--- config.mk ---
export PLATFORM = sky130hd
export DESIGN_NAME = univ_shift_reg_param
export DESIGN_NICKNAME = d
export VERILOG_FILES = /design/src/rtl/univ_shift_pkg.sv /design/src/rtl/shift_barrel.sv /design/src/rtl/univ_shift_reg_param.sv
export SDC_FILE = /design/constraint.sdc
export NUM_CORES = 1
export LEC_CHECK = 0
export BUFFER_PORTS_ARGS = -buffer_cell sky130_fd_sc_hd__buf_2
export CORE_ASPECT_RATIO = 0.75
export CORE_MARGIN = 4
export CORE_UTILIZATION = 50
export DETAILED_ROUTE_END_ITERATION = 6
export GPL_TIMING_DRIVEN = 0
export HOLD_SLACK_MARGIN = 0.1
export PLACE_DENSITY = 0.71
export SLEW_MARGIN = 10
export SYNTH_ARGS = -nofsm -noshare
export SYNTH_HDL_FRONTEND = slang
export SYNTH_SLANG_ARGS = --single-unit
--- constraint.sdc ---
create_clock -name clk_i -period 2.5 [get_ports clk_i]
set_clock_uncertainty 0.2 [all_clocks]
set_input_delay 0.125 -clock clk_i [delete_from_list [all_inputs] [get_ports clk_i]]
set_output_delay 0.125 -clock clk_i [all_outputs]
set_load 0.1 [all_outputs]
--- src/rtl/univ_shift_pkg.sv ---
// Shared definitions for the universal shift register: operation codes and
// serialiser state encoding.
package univ_shift_pkg;

    localparam logic [2:0] MODE_HOLD = 3'b000;
    localparam logic [2:0] MODE_SHR  = 3'b001;
    localparam logic [2:0] MODE_SHL  = 3'b010;
    localparam logic [2:0] MODE_LOAD = 3'b011;
    localparam logic [2:0] MODE_ROR  = 3'b100;
    localparam logic [2:0] MODE_ROL  = 3'b101;
    localparam logic [2:0] MODE_ASR  = 3'b110;
    localparam logic [2:0] MODE_SER  = 3'b111;

    typedef enum logic {
        SER_IDLE = 1'b0,
        SER_RUN  = 1'b1
    } ser_state_e;

endpackage

--- src/rtl/shift_barrel.sv ---
// Combinational shift/rotate unit: next register value for the shift and
// rotate modes; any other mode passes the data through unchanged.
module shift_barrel #(
    parameter int WIDTH = 8,
    parameter int AMT_W = $clog2(WIDTH)
) (
    input  logic [WIDTH-1:0] data,
    input  logic [AMT_W-1:0] d,
    input  logic [2:0]       mode,
    input  logic             msb_in,
    input  logic             lsb_in,
    output logic [WIDTH-1:0] result
);
    import univ_shift_pkg::*;

    localparam logic [AMT_W:0]   WIDTH_EXT = (AMT_W + 1)'(WIDTH);
    localparam logic [WIDTH-1:0] ONES      = '1;

    logic [AMT_W:0]   rev_d;
    logic [WIDTH-1:0] shr_v;
    logic [WIDTH-1:0] shl_v;
    logic [WIDTH-1:0] ror_v;
    logic [WIDTH-1:0] rol_v;
    logic [WIDTH-1:0] asr_v;

    // d is always 1..WIDTH-1 here, so rev_d never reaches 0 or WIDTH
    assign rev_d = WIDTH_EXT - {1'b0, d};

    assign shr_v = (data >> d) | (msb_in ? ~(ONES >> d) : '0);
    assign shl_v = (data << d) | (lsb_in ? ~(ONES << d) : '0);
    assign ror_v = (data >> d) | (data << rev_d);
    assign rol_v = (data << d) | (data >> rev_d);
    assign asr_v = $signed(data) >>> d;

    always_comb begin
        result = data;
        case (mode)
            MODE_SHR: result = shr_v;
            MODE_SHL: result = shl_v;
            MODE_ROR: result = ror_v;
            MODE_ROL: result = rol_v;
            MODE_ASR: result = asr_v;
            default:  result = data;
        endcase
    end

endmodule

--- src/rtl/univ_shift_reg_param.sv ---
// Parametrised universal shift register with variable-distance shifts,
// rotates, arithmetic shift and an LSB-first serialiser with busy/done.
//
// state    | meaning
// SER_IDLE | register follows mode_i; SER mode waits for start_i
// SER_RUN  | streaming loaded word LSB-first on ser_o, one bit per enabled cycle
module univ_shift_reg_param #(
    parameter int               WIDTH   = 8,
    parameter int               AMT_W   = $clog2(WIDTH),
    parameter logic [WIDTH-1:0] RST_VAL = '0
) (
    input  logic             clk_i,
    input  logic             rst_ni,
    input  logic             clr_i,
    input  logic             en_i,
    input  logic [2:0]       mode_i,
    input  logic [AMT_W-1:0] amt_i,
    input  logic [WIDTH-1:0] I_par,
    input  logic             msb_in,
    input  logic             lsb_in,
    input  logic             start_i,
    output logic [WIDTH-1:0] A_par,
    output logic             ser_o,
    output logic             busy_o,
    output logic             done_o
);
    import univ_shift_pkg::*;

    localparam logic [AMT_W:0]   WIDTH_EXT = (AMT_W + 1)'(WIDTH);
    localparam logic [AMT_W-1:0] MAX_D     = AMT_W'(WIDTH - 1);

    ser_state_e       state_q, state_next;
    logic [WIDTH-1:0] a_q, a_next;
    logic [AMT_W-1:0] cnt_q, cnt_next;
    logic             done_q, done_next;
    logic [AMT_W-1:0] d_eff;
    logic [WIDTH-1:0] barrel_v;

    // Zero distance means one; distances past the top bit clamp to WIDTH-1
    always_comb begin
        d_eff = amt_i;
        if (amt_i == '0) begin
            d_eff = AMT_W'(1);
        end else if ({1'b0, amt_i} >= WIDTH_EXT) begin
            d_eff = MAX_D;
        end
    end

    shift_barrel #(
        .WIDTH (WIDTH),
        .AMT_W (AMT_W)
    ) u_barrel (
        .data   (a_q),
        .d      (d_eff),
        .mode   (mode_i),
        .msb_in (msb_in),
        .lsb_in (lsb_in),
        .result (barrel_v)
    );

    always_ff @(posedge clk_i or negedge rst_ni) begin
        if (!rst_ni) begin
            state_q <= SER_IDLE;
            a_q     <= RST_VAL;
            cnt_q   <= '0;
            done_q  <= 1'b0;
        end else begin
            state_q <= state_next;
            a_q     <= a_next;
            cnt_q   <= cnt_next;
            done_q  <= done_next;
        end
    end

    always_comb begin
        state_next = state_q;
        a_next     = a_q;
        cnt_next   = cnt_q;
        done_next  = 1'b0;

        if (clr_i) begin
            state_next = SER_IDLE;
            a_next     = RST_VAL;
            cnt_next   = '0;
        end else if (en_i) begin
            if (state_q == SER_RUN) begin
                a_next = {1'b0, a_q[WIDTH-1:1]};
                if (cnt_q == MAX_D) begin
                    state_next = SER_IDLE;
                    cnt_next   = '0;
                    done_next  = 1'b1;
                end else begin
                    cnt_next = cnt_q + AMT_W'(1);
                end
            end else begin
                case (mode_i)
                    MODE_HOLD: a_next = a_q;
                    MODE_LOAD: a_next = I_par;
                    MODE_SER: begin
                        if (start_i) begin
                            a_next     = I_par;
                            cnt_next   = '0;
                            state_next = SER_RUN;
                        end
                    end
                    default:   a_next = barrel_v;
                endcase
            end
        end
    end

    assign A_par  = a_q;
    assign busy_o = (state_q == SER_RUN);
    assign ser_o  = busy_o ? a_q[0] : 1'b0;
    assign done_o = done_q;

endmodule

==> out/summary.txt, run 1 <==
CP Data Required Time: 2.41 ns
n_diodes: 0
Rel. slew slack: 58.0%
synthesis-stage register bit count: 13
GR Util All Layers: 34.3%
vias in the first global route: 2692
top cell type by total area after synthesis: dfrtp_1
Layout Nets: 395
io pins: 32
fin area: 0.00278 mm²
setup TNS: 0 ns
IO Port Bufs: 28
largest net degree at the start of global routing: 20
synthesized area: 0.00229 mm²
VDD IR-drop max: 328 µV
final hold violations: 0
TritonRoute pass-1 iters: 6
Die ar.: 0.00573 mm²
HPWL after detailed placement: 7.36 mm
Placement Cell Area: 0.00250 mm²
# setup viols final: 0
HP Class: primary input to flop
Worst-path clk slew: 0.05 ns
Top FF cell, synth: dfrtp_1
Final period util: 98.7%
final slew viol count: 0
status: finished, final reports clean
Die W: 86.1 µm
worst path bufs/invs: 5
iteration-0 DRC count of the detailed router: 737
Slowest Stage Delay on Critical Path: 0.37 ns
Synth Area per Inst: 6.97 µm²
Remaining DRCs: 0
Seq/Total Area, Yosys: 14.2%
DR vias: 3162
total gr overflow: 0
most common cell after layout, fill and taps aside: buf_2
Fillers: 373
crit-path max FO: 10
Num CTS Buffers: 3
CTS tree: done
most frequent cells in the layout: buf_2 (38), nand2_1 (35), a21oi_1 (31)
Worst Setup Start Kind: primary input
CP arrival: 2.38 ns
Skew-Pair Late Insertion Delay: 0.24 ns
initial antenna violation count: 0
Routed WL: 10.1 mm
crit end category: flop
first-pass GRT wire length: 15.0 mm
Period minus WS final: 2.47 ns
MaxCap Viol Count: 0
die height: 66.6 µm
GP Congestion: 1.01
Synth cell types: 57
crit-path cells: buf_2 -> o21bai_4 -> buf_8 -> inv_1 -> ha_2 -> inv_1 -> ha_2 -> clkbuf_8 -> nor2_1 -> a211oi_2 -> a21oi_1 -> a2111oi_2 -> o21ai_0
synth warn: 0
synthesis-to-finish area growth: 21.5%
CP Class: primary input to flop
Starting Density: 54.1%
Max clock buf depth: 2
syn_nets: 354
CTS root buffer: clkbuf_8
Worst-Margin Slew: 0.626 ns
Antenna Nets Post-Route: 0
Core ar.: 0.00423 mm²
Cells after Synth: 328
H-tree depth: 1
Crit path max-delay family: compound AO/OA/AOI/OAI gates
final core occ: 65.7%
RSZ-0062 raised after global routing: yes
Lkg Pwr: 1.15 nW
critical path depth in cells: 13
Synth top area share: 14.2%
Synth area leaders: dfrtp_1 (14%), a21oi_1 (6.8%), mux4_2 (5.9%), nand2_1 (5.7%), o21ai_0 (4.6%)
ys async rst share: 100%
Vias/cell: 7.48
Worst Hold Depth: 5
achievable frequency: 405 MHz
crit path max-delay cell type: ha_2
FP Rows: 20
clk sinks: 13
worst reg2reg path depth: 6
fraction of layout cells with a size suffix above 1: 24.2%
number of flops mapped to enable cells by yosys: 0
WL/cell: 23.8 µm
Power Density: 383 mW/mm²
[cells by family after synthesis]
kind of cell | synth area share (%)
adder cells (fa/ha/maj) | 2.74
AO/OA/AOI/OAI | 38.9
AND/OR/NAND/NOR | 24.2
multiplexers | 10.8
flip-flops | 14.2
buffers and inverters | 9.14
[worst paths after layout]
kind | start | to | slack [ns]
max | amt_i[0] | A_par[7] | 0.03
max reg2reg | A_par[1] | A_par[5] | 0.09
min | I_par[6] | A_par[6] | 0.17
min in group asynchronous | rst_ni | busy_o | 0.58
min reg2reg | cnt_q[1] | cnt_q[1] | 0.35
max in group asynchronous | rst_ni | A_par[7] | 0.45
[layout make-up]
| cell class | count | area [µm²] | area share, % |
|---|---|---|---|
| Multi-Input combinational cell | 266 | 1860 | 66.8 |
| Sequential cell | 13 | 330 | 11.9 |
| Timing Repair Buffer | 38 | 235 | 8.47 |
| Buffer | 35 | 195 | 7.03 |
| Tap cell | 55 | 68.8 | 2.48 |
| Inverter | 12 | 46.3 | 1.67 |
| Clock buffer | 4 | 45.0 | 1.62 |
[timing repair]
action | in CTS | in global routing
buffers inserted | 0 | 3
gates cloned | 0 | 0
setup endpoints to repair | 8 | 9
endpoints found under the hold margin | 16 | 0
resized for setup | 20 | 32
pin swaps | 2 | 5
hold buffers | 7 | 0
[where the power goes]
group	internal, mW	switching (mW)
clock network	0.112	0.0729
logic	0.202	0.424
registers	0.224	0.0291
[routing by layer]
layer / vias to the layer above / track usage [%] / part of all wire (%)
met2: 351 / 48.7 / 40
met1: 1416 / 48.6 / 38
met3: 63 / 13.6 / 19
li1: 1332 / - / -
met4: 0 / 6.52 / 3.4
met5: - / 4.04 / 0
[worst register-to-register path: stages (launching register included)]
cell and delay, ns:
dfrtp_1 0.46, clkbuf_2 0.32, nor3b_1 0.23, a31oi_1 0.11, o31ai_1 0.28, nor3_1 0.14, o41ai_2 0.51
[per-stage QoR]
| step | setup WS (ns) | power, mW | instances | hold slack, ns |
|---|---|---|---|---|
| 2_1_floorplan | 0.00164 | 0.639 | 328 | -0.371 |
| 3_3_place_gp | -0.782 | 0.800 | 411 | -0.190 |
| 3_5_place_dp | -0.669 | 0.798 | 411 | -0.183 |
| 4_1_cts | -0.00327 | 1.00 | 421 | 0.153 |
| 5_1_grt | -0.0444 | 1.10 | 423 | 0.184 |
| 6_report | 0.0322 | 1.06 | 423 | 0.173 |
[sequential cells by signal (all words and copies together), names as in the netlist]
register,flops
busy_o,1
A_par,8
done_o,1
cnt_q,3
[synth_stat cells, drive strengths merged (6+ instances only)]
| cell type | instances |
|---|---|
| nor2 | 27 |
| a2111oi | 6 |
| nand2b | 10 |
| buf | 16 |
| a21oi | 31 |
| inv | 11 |
| nor3 | 8 |
| nand2 | 35 |
| dfrtp | 13 |
| mux2i | 10 |
| clkbuf | 21 |
| o21ai | 21 |
| o22ai | 8 |
| a211oi | 9 |
| o211ai | 8 |
| mux4 | 6 |
| a31oi | 8 |
Power figures use the tool's default switching activity.
==> run 2: changes to the inputs <==
==> constraint.sdc (replaced) <==
create_clock -name clk_i -period 2.86 [get_ports clk_i]
set_clock_uncertainty 0.2 [all_clocks]
set_input_delay 0.143 -clock clk_i [delete_from_list [all_inputs] [get_ports clk_i]]
set_output_delay 0.143 -clock clk_i [all_outputs]
set_load 0.1 [all_outputs]
==> run 2 against run 1 <==
  * Clock power down 9%
  * Final cell count down 1.7%
  * Routed wire length down 2.1%
  * Via count down 3.1%
  * Combinational power down 18%
  * Design area down 6.2%
  * Total power down 15%
  * Utilization down 4.1 points
  * Worst hold slack worse by 0.076 ns
  * Largest power group unchanged
  * Highest routed layer unchanged
==> out/summary.txt, run 2 (synthesis gave the netlist of run 1 again) <==
status: finished, final reports clean
most common cell after layout, fill and taps aside: buf_2
IO Port Bufs: 28 (unchanged)
setup TNS: 0 ns (unchanged)
RR Startpoint: A_par[6]
n_diodes: 0 (unchanged)
GP Congestion: 1.02 (+1.3%)
io pins: 32 (unchanged)
Sw Pwr: 0.450 mW (-14%)
clock share of power: 18.7% (+1.3 points)
Vias/cell: 7.37 (-1.5%)
initial antenna violation count: 0 (unchanged)
crit end category: flop
Worst Setup SP: A_par[6]
Rel. slew slack: 54.6% (-3.4 points)
GR Util All Layers: 35.0% (+0.62 points)
total gr overflow: 0 (unchanged)
total placed cells including tap cells: 411 (unchanged)
HPWL after detailed placement: 7.27 mm (-1.2%)
Slowest Stage Delay on Critical Path: 0.59 ns (+0.22 ns)
part of the power in registers: 24.0% (+0.2 points)
Die W: 86.1 µm (unchanged)
Layout Nets: 388 (-1.8%)
combinational fraction of design power: 57.3% (-1.5 points)
Worst Setup Start Kind: flop
FP Rows: 20 (unchanged)
Crit path max-delay family: compound AO/OA/AOI/OAI gates
Starting Density: 54.1% (unchanged)
VDD IR-drop max: 269 µV (-18%)
Pint: 0.451 mW (-16%)
MaxCap Viol Count: 0 (unchanged)
first-pass GRT wire length: 15.2 mm (+1.4%)
worst path bufs/invs: 2 (-3)
WL/cell: 23.7 µm (-0.43%)
Power Density: 346 mW/mm² (-9.8%)
die height: 66.6 µm (unchanged)
Routed WL: 9.87 mm (-2.1%)
fin cells: 416 (-1.7%)
H-tree depth: 1 (unchanged)
clk sinks: 13 (unchanged)
final slew viol count: 0 (unchanged)
TritonRoute pass-1 iters: 5 (-1)
largest net degree at the start of global routing: 20 (unchanged)
worst hold slack: 0.0976 ns (-0.0757 ns)
Post-CTS Setup Inserts: 0 (unchanged)
Skew-Pair Late Insertion Delay: 0.25 ns (about the same)
Antenna Nets Post-Route: 0 (unchanged)
Core ar.: 0.00423 mm² (unchanged)
final hold violations: 0 (unchanged)
DR vias: 3064 (-3.1%)
Max clock buf depth: 2 (unchanged)
CTS tree: done
vias in the first global route: 2714 (+0.82%)
most frequent cells in the layout: buf_2 (40), nand2_1 (35), a21oi_1 (31)
Fillers: 402 (+7.8%)
Period minus WS final: 2.82 ns
crit path max-delay cell type: o41ai_1
most used cell, CP: clkbuf_1
Num CTS Buffers: 3 (unchanged)
max FFs per register: 8 (unchanged)
crit-path max FO: 10 (unchanged)
Worst-path clk slew: 0.05 ns (about the same)
crit-path cells: clkbuf_1 -> clkbuf_1 -> a31oi_1 -> o21ai_0 -> a21oi_1 -> o41ai_1
Worst-Margin Slew: 0.681 ns (+0.0554 ns)
# setup viols final: 0 (unchanged)
iteration-0 DRC count of the detailed router: 512 (-31%)
CP Data Required Time: 2.74 ns (+0.33 ns)
switching share of power: 50.0% (+0.58 points)
achievable frequency: 354 MHz
CP Class: flop to flop
Lkg Pwr: 1.08 nW (-6.4%)
Tot Pwr: 0.901 mW (-15%)
HP Class: primary input to asynchronous set/reset pin
Final period util: 98.6%
fraction of layout cells with a size suffix above 1: 17.7% (-6.5 points)
CP arrival: 2.70 ns (+0.32 ns)
DP Worst Slack: -0.507 ns (+0.162 ns)
setup ws final: 0.0388 ns (+0.00657 ns)
synthesis-to-finish area growth: 14.0%
Die ar.: 0.00573 mm² (unchanged)
Remaining DRCs: 0 (unchanged)
CTS root buffer: clkbuf_8
[run 2: final timing paths]
path                       cells after the start        to  slack, ns
max                                            6  A_par[5]       0.04
min                                            2  A_par[4]        0.1
max reg2reg                                    6  A_par[5]       0.04
min reg2reg                                    2  cnt_q[2]       0.34
max in group asynchronous                      2  cnt_q[2]       2.14
min in group clk_i                             5  A_par[1]       0.12
[run 2: power by group through the flow]
stage / Clock, mW / Sequential (mW) / Combinational [mW]
4_1_cts: 0.165 / 0.214 / 0.486
3_3_place_gp: 0 / 0.216 / 0.481
6_report: 0.169 / 0.216 / 0.516
2_1_floorplan: 0 / 0.288 / 0.269
5_1_grt: 0.179 / 0.217 / 0.541
3_5_place_dp: 0 / 0.217 / 0.479
[run 2: what timing repair did]
item	CTS	global route
endpoints found under the setup margin	4	6
endpoints found under the hold margin	14	0
resized for setup	3	17
hold buffers	3	0
pin swaps	1	2
[run 2: layout make-up]
cell class                 instances  area (µm²)  area share (%)
buffer                            35         166            6.39
clock buffer                       4        45.0            1.73
inverter                          12        48.8            1.87
multi-input combinational        266        1780            68.4
sequential                        13         325            12.5
tap                               55        68.8            2.64
timing repair buffer              31         170            6.53
[run 2: per-stage QoR]
step,util [%],instance area [µm²]
finish,61.6,2610
global route,61.6,2610
CTS,61.0,2580
detailed placement,59.0,2500
global placement,59.0,2500
floorplan,-,2290
[run 2: routing by layer]
layer | wire [µm] | track usage (%) | vias up
met4 | 314 | 11.1 | 0
met1 | 4020 | 49.4 | 1392
met5 | 0 | 0 | -
met2 | 3840 | 48.6 | 315
met3 | 1690 | 12.9 | 41
li1 | - | - | 1316
